`src/rtl/id_stage_pkg.sv`:
```
// Shared decode definitions for the ID stage and the EXE/ALU side:
// instruction field positions, ALU opcodes and the decoded-field record.
package id_stage_pkg;

    localparam int REG_IDX_W = 4;
    localparam int INSTR_W   = 32;

    // Instruction field bit positions
    localparam int OP_BIT  = 31;
    localparam int OC_HI   = 30;
    localparam int OC_LO   = 28;
    localparam int RD_HI   = 27;
    localparam int RD_LO   = 24;
    localparam int RS1_HI  = 23;
    localparam int RS1_LO  = 20;
    localparam int RS2_HI  = 19;
    localparam int RS2_LO  = 16;
    localparam int IMM_HI  = 15;
    localparam int IMM_LO  = 0;

    // ALU opcodes, shared with EXE
    typedef enum logic [2:0] {
        ALU_ADD = 3'd0,
        ALU_SUB = 3'd1,
        ALU_AND = 3'd2,
        ALU_OR  = 3'd3,
        ALU_XOR = 3'd4,
        ALU_SLL = 3'd5,
        ALU_SRL = 3'd6,
        ALU_SLT = 3'd7
    } alu_op_e;

    typedef struct packed {
        logic                 ir_op;
        alu_op_e              alu_oc;
        logic [REG_IDX_W-1:0] rd;
        logic [REG_IDX_W-1:0] rs1;
        logic [REG_IDX_W-1:0] rs2;
        logic [15:0]          imm;
    } instr_t;

    function automatic instr_t decode(input logic [INSTR_W-1:0] ins);
        instr_t d;
        d.ir_op  = ins[OP_BIT];
        d.alu_oc = alu_op_e'(ins[OC_HI:OC_LO]);
        d.rd     = ins[RD_HI:RD_LO];
        d.rs1    = ins[RS1_HI:RS1_LO];
        d.rs2    = ins[RS2_HI:RS2_LO];
        d.imm    = ins[IMM_HI:IMM_LO];
        return d;
    endfunction

endpackage

```
`src/rtl/id_stage_reg_file.sv`:
```
// Architectural register file: two async read ports, one sync write port.
// R0 always reads zero and ignores writes.
module id_stage_reg_file
    import id_stage_pkg::*;
#(
    parameter int NREGS = 16,
    parameter int XLEN  = 32
) (
    input  logic                 clk,
    input  logic                 rst_n,
    input  logic [REG_IDX_W-1:0] ra1,
    input  logic [REG_IDX_W-1:0] ra2,
    output logic [XLEN-1:0]      rd1,
    output logic [XLEN-1:0]      rd2,
    input  logic                 we,
    input  logic [REG_IDX_W-1:0] wa,
    input  logic [XLEN-1:0]      wd
);

    logic [NREGS-1:0][XLEN-1:0] regs;

    // Register storage; index 0 is never written
    always_ff @(posedge clk or negedge rst_n) begin
        if (!rst_n) begin
            regs <= '0;
        end else if (we && wa != '0) begin
            regs[wa] <= wd;
        end
    end

    assign rd1 = (ra1 == '0) ? '0 : regs[ra1];
    assign rd2 = (ra2 == '0) ? '0 : regs[ra2];

endmodule

```
`src/rtl/id_stage.sv`:
```
// Instruction decode stage: splits fields, reads operands (with writeback
// bypass), sign-extends the immediate and registers the bundle toward EXE.
// A pending-write scoreboard holds fetch off on RAW/WAW hazards.
module id_stage
    import id_stage_pkg::*;
#(
    parameter int NREGS = 16,
    parameter int XLEN  = 32,
    parameter int IMM_W = 16
) (
    input  logic                 clk,
    input  logic                 rst_n,
    input  logic                 in_valid,
    output logic                 in_ready,
    input  logic [INSTR_W-1:0]   instr,
    output logic                 out_valid,
    input  logic                 out_ready,
    output logic [XLEN-1:0]      value1,
    output logic [XLEN-1:0]      value2,
    output logic [XLEN-1:0]      immediate,
    output logic [2:0]           alu_oc,
    output logic                 ir_op,
    output logic [REG_IDX_W-1:0] rd,
    input  logic                 wb_en,
    input  logic [REG_IDX_W-1:0] wb_addr,
    input  logic [XLEN-1:0]      wb_data
);

    instr_t            d;
    logic [XLEN-1:0]   rf_rd1, rf_rd2;
    logic [XLEN-1:0]   op1, op2, imm_ext;
    logic [NREGS-1:0]  pend, wb_clr, pend_eff, pend_nxt;
    logic              hazard, fire;

    assign d = decode(instr);

    id_stage_reg_file #(.NREGS(NREGS), .XLEN(XLEN)) u_rf (
        .clk   (clk),
        .rst_n (rst_n),
        .ra1   (d.rs1),
        .ra2   (d.rs2),
        .rd1   (rf_rd1),
        .rd2   (rf_rd2),
        .we    (wb_en),
        .wa    (wb_addr),
        .wd    (wb_data)
    );

    // Writeback retires its register before the hazard check of the same cycle
    always_comb begin
        wb_clr = '0;
        if (wb_en) wb_clr[wb_addr] = 1'b1;
    end

    assign pend_eff = pend & ~wb_clr;
    // rs2 only matters when operand2 actually comes from the register file
    assign hazard   = pend_eff[d.rs1] | (d.ir_op & pend_eff[d.rs2]) | pend_eff[d.rd];
    assign in_ready = (!out_valid || out_ready) && !hazard;
    assign fire     = in_valid && in_ready;

    // Next scoreboard: a new producer's set wins over a same-cycle writeback clear
    always_comb begin
        pend_nxt = pend_eff;
        if (fire && d.rd != '0) pend_nxt[d.rd] = 1'b1;
        pend_nxt[0] = 1'b0;
    end

    // Scoreboard register
    always_ff @(posedge clk or negedge rst_n) begin
        if (!rst_n) pend <= '0;
        else        pend <= pend_nxt;
    end

    // Operand read with bypass from the writeback port seen in the fire cycle
    assign op1     = (wb_en && wb_addr == d.rs1 && d.rs1 != '0) ? wb_data : rf_rd1;
    assign op2     = (wb_en && wb_addr == d.rs2 && d.rs2 != '0) ? wb_data : rf_rd2;
    assign imm_ext = {{(XLEN-IMM_W){d.imm[IMM_W-1]}}, d.imm[IMM_W-1:0]};

    // Output bundle register: loads on fire, holds under backpressure
    always_ff @(posedge clk or negedge rst_n) begin
        if (!rst_n) begin
            out_valid <= 1'b0;
            value1    <= '0;
            value2    <= '0;
            immediate <= '0;
            alu_oc    <= '0;
            ir_op     <= 1'b0;
            rd        <= '0;
        end else if (fire) begin
            out_valid <= 1'b1;
            value1    <= op1;
            value2    <= op2;
            immediate <= imm_ext;
            alu_oc    <= d.alu_oc;
            ir_op     <= d.ir_op;
            rd        <= d.rd;
        end else if (out_ready) begin
            out_valid <= 1'b0;
        end
    end

endmodule

```
`config.mk`:
```
export PLATFORM = sky130hd
export DESIGN_NAME = id_stage
export DESIGN_NICKNAME = d
export VERILOG_FILES = /design/src/rtl/id_stage_pkg.sv /design/src/rtl/id_stage_reg_file.sv /design/src/rtl/id_stage.sv
export SDC_FILE = /design/constraint.sdc
export NUM_CORES = 1
export LEC_CHECK = 0
export CORE_UTILIZATION = 55
export CTS_CLUSTER_SIZE = 28
export DETAILED_ROUTE_END_ITERATION = 16
export PLACE_DENSITY = 0.78
export SLEW_MARGIN = 20
export SYNTH_ARGS = -nofsm -noshare
export SYNTH_HDL_FRONTEND = slang
export SYNTH_SLANG_ARGS = --single-unit
```
`constraint.sdc`:
```
create_clock -name clk -period 2.1 [get_ports clk]
set_input_delay 0.21 -clock clk [delete_from_list [all_inputs] [get_ports clk]]
set_output_delay 0.21 -clock clk [all_outputs]
set_load 0.02 [all_outputs]
```
==> flow_summary.json <==
{
  "status": "finished, violations left",
  "violations": "negative setup slack",
  "grtUsageTotal_pct": 31.6,
  "drive_gt1_share_pct": 51.3,
  "hold_viol": 0,
  "wl_mm": 91.5,
  "first_pass_iters": 5,
  "ant_nets": 0,
  "dpl_cell_area_mm2": 0.0365,
  "die-width_um": 244,
  "multi_input_area_mm2": 0.0158,
  "vias": 21300,
  "nNetsFinal": 2526,
  "clock_sink_count": 616,
  "synth_most_common_cell": "dfrtp_1",
  "crit_path_frequent_cell": "buf_4",
  "timing.final.crit_share_pct": 123,
  "die_h_um": 244,
  "arrival_ps": 2380,
  "finalCriticalPeriod_ps": 2590,
  "clock_latency_ps": 610,
  "syn-num-nets": 2264,
  "htreeDepth": 3,
  "cts_tree": "built",
  "timing.fmax_mhz": 386,
  "slowest_stage": "or3b_4",
  "crit_type": "in2out",
  "root_buffer": "clkbuf_16",
  "areaGrowthSynthToFinish_pct": 23.8,
  "worst_slack_ps": -488,
  "path_clk_slew_ps": 60,
  "io_buffers": 178,
  "netlist_top_cells_count": "dfrtp_1, mux2_2, mux4_2",
  "antenna_found_initial": 2,
  "p_clk_share_pct": 29.5,
  "ir_drop_mv": 0.801,
  "p_switching_mw": 12.4,
  "syn_area_mm2": 0.0321,
  "finalSetupViolations": 104,
  "holdWs_ps": 88.3,
  "drt-vias-per-instance": 6.50,
  "synth_seq_cells": 616,
  "drc_errors": 0,
  "power.density_mw_per_mm2": 1070,
  "path_cells": "dlygate4sd2_1 > or3b_4 > buf_4 > o21ai_2 > buf_4 > nor2_1 > o311a_1 > a41o_1 > nand3b_1 > nor2_4 > buf_6",
  "seqCellArea_mm2": 0.0154,
  "nFillCells": 3754,
  "cp-start-kind": "primary input",
  "grt_pass1_vias": 22900,
  "drt-wirelength-per-cell_um": 28.0,
  "drt-initial-drc-count": 1763,
  "critPathMaxStageDelay_ps": 410,
  "die_area_mm2": 0.0593,
  "start_util_pct": 55.6,
  "synth_cells": 2191,
  "grt_max_degree": 71,
  "yosys-top-cells-area": "dfrtp_1, mux4_2, mux2_2, clkbuf_1, nand2_1",
  "yosysWarnings": 0,
  "slew_headroom_pct": 40.9,
  "intPower_mw": 30.2,
  "rsz0062_at_grt": "true",
  "synthArstFlopShare_pct": 100,
  "worst_slew_pin_slew_ps": 887,
  "swShare_pct": 29.1,
  "pwr-share-comb_pct": 30.1,
  "ys_types": 57,
  "io_pins": 179,
  "rows": 88,
  "maxSlewViolCount": 0,
  "cp.required_ps": 1890,
  "power_frac_seq_pct": 40.4,
  "synth.yosys.seq_area_share_pct": 48.1,
  "crit_path_end_kind": "output port",
  "dp_hpwl_mm": 54.8,
  "clk_path_buf_depth": 3,
  "gp_congestion": 0.875,
  "path_delay_family": "simple AND/OR/NAND/NOR gates",
  "core_area_mm2": 0.0577,
  "num_antenna_cells": 0,
  "yosysTopAreaCell": "dfrtp_1",
  "crit_path_max_fanout": 4,
  "p_leak_nw": 16.8,
  "grt_overflow": 0,
  "place_ws_ps": -1320,
  "synth_edf_count": 0,
  "fin_skew_ps": 11.9,
  "hold_path.class": "in2async",
  "maxCapViolCount": 0,
  "synth_flop_cell": "dfrtp_1",
  "syn_area_per_cell_um2": 14.6,
  "cts_buffers": 68,
  "final_area_mm2": 0.0397,
  "path_buf_inv": 4,
  "grt_pass1_wl_mm": 141,
  "synth.top_cell.area_share_pct": 48.1
}
==> state kept, by name, indices dropped and copies added, names as in the netlist <==
name / cells
value1: 32
pend: 15
u_rf.regs: 512
ir_op: 1
rd: 4
alu_oc: 3
out_valid: 1
immediate: 16
value2: 32
==> final cells by class <==
class | instances | share of cell area (%)
flip-flops and latches | 616 | 38.8
repair buffers | 438 | 12.4
well taps | 765 | 2.41
inverters | 79 | 0.747
clock buffers | 89 | 4.92
multi-input cells | 1250 | 39.7
clock inverters | 35 | 1.03
==> final timing paths <==
path | start | to | slack (ps) | cells past startpoint
worst min register to register | u_rf.regs[25] | u_rf.regs[25] | 390 | 0
max in group asynchronous | rst_n | u_rf.regs[211] | 1090 | 4
min in group clk | instr[3] | immediate[3] | 210 | 2
worst min-delay path | rst_n | immediate[1] | 90 | 2
worst max-delay path | wb_addr[2] | in_ready | -490 | 11
worst max register to register | pend[1] | value2[29] | -440 | 10
==> stage by stage <==
step | instances | util, % | setup TNS (ps) | power [mW]
2_1_floorplan | 2191 | - | -58760 | 24.3
3_3_place_gp | 3117 | 63.3 | -230860 | 28.4
3_5_place_dp | 3117 | 63.3 | -245270 | 29.1
4_1_cts | 3267 | 68.7 | -37770 | 42.6
5_1_grt | 3272 | 68.8 | -40650 | 44.3
6_report | 3272 | 68.8 | -36900 | 42.6
==> cells in the final DEF (no fill, tap or decap), types with 4 or more instances in the layout <==
cell type,synthesis,layout
nor3_1,11,11
a21oi_1,7,7
o21ai_0,73,71
nand4_1,7,7
nor2_4,0,13
dfrtp_1,616,614
nand2_2,0,4
nand2_1,173,169
mux4_2,320,320
clkbuf_16,0,73
inv_1,79,78
buf_6,3,14
nor2_1,26,14
a21bo_2,4,4
mux2_2,481,449
dlygate4sd2_1,0,5
clkbuf_8,0,14
bufinv_16,0,7
a22o_1,10,10
xnor2_1,6,6
clkdlybuf4s50_1,0,163
clkinvlp_4,0,6
mux2_4,0,87
buf_12,0,77
nand2b_1,6,5
clkbuf_1,176,6
inv_6,0,6
o211ai_1,15,15
nand3_1,6,5
buf_4,20,161
buf_16,0,7
clkinv_2,0,12
o2111ai_1,7,7
==> power groups by stage <==
stage          sequential (mW)  clock, mW  combinational [mW]
6_report                  17.2       12.6                12.8
3_5_place_dp              17.2          0                11.8
5_1_grt                   17.5       13.2                13.5
4_1_cts                   17.1       12.7                12.8
3_3_place_gp              16.9          0                11.5
2_1_floorplan             17.5          0                6.84
==> layer usage <==
layer	wire length, um	global-route usage [%]	vias up
met5	23	0	-
met4	4120	13.3	4
met3	5950	4.96	287
met2	46300	53.0	966
met1	35100	41.2	11300
li1	-	-	8722
==> kinds of logic after synthesis <==
logic type | Yosys count | share of synthesized area, %
AOI/OAI and AO/OA | 136 | 2.70
muxes | 856 | 41.3
xor gates and xnor gates | 6 | 0.164
DFF | 616 | 48.1
buffers and inverters | 325 | 4.38
and+or+nand+nor | 252 | 3.41
==> what timing repair did <==
| action | in CTS | in global routing |
|---|---|---|
| hold buffers | 1 | 0 |
| hold endpoints to repair | 353 | 0 |
| pin swaps | 5 | 10 |
| cloned | 9 | 4 |
| setup buffers | 16 | 5 |
| resized for setup | 115 | 12 |
| endpoints found under the setup margin | 153 | 104 |
No activity file was read; power rests on OpenSTA's default activity.
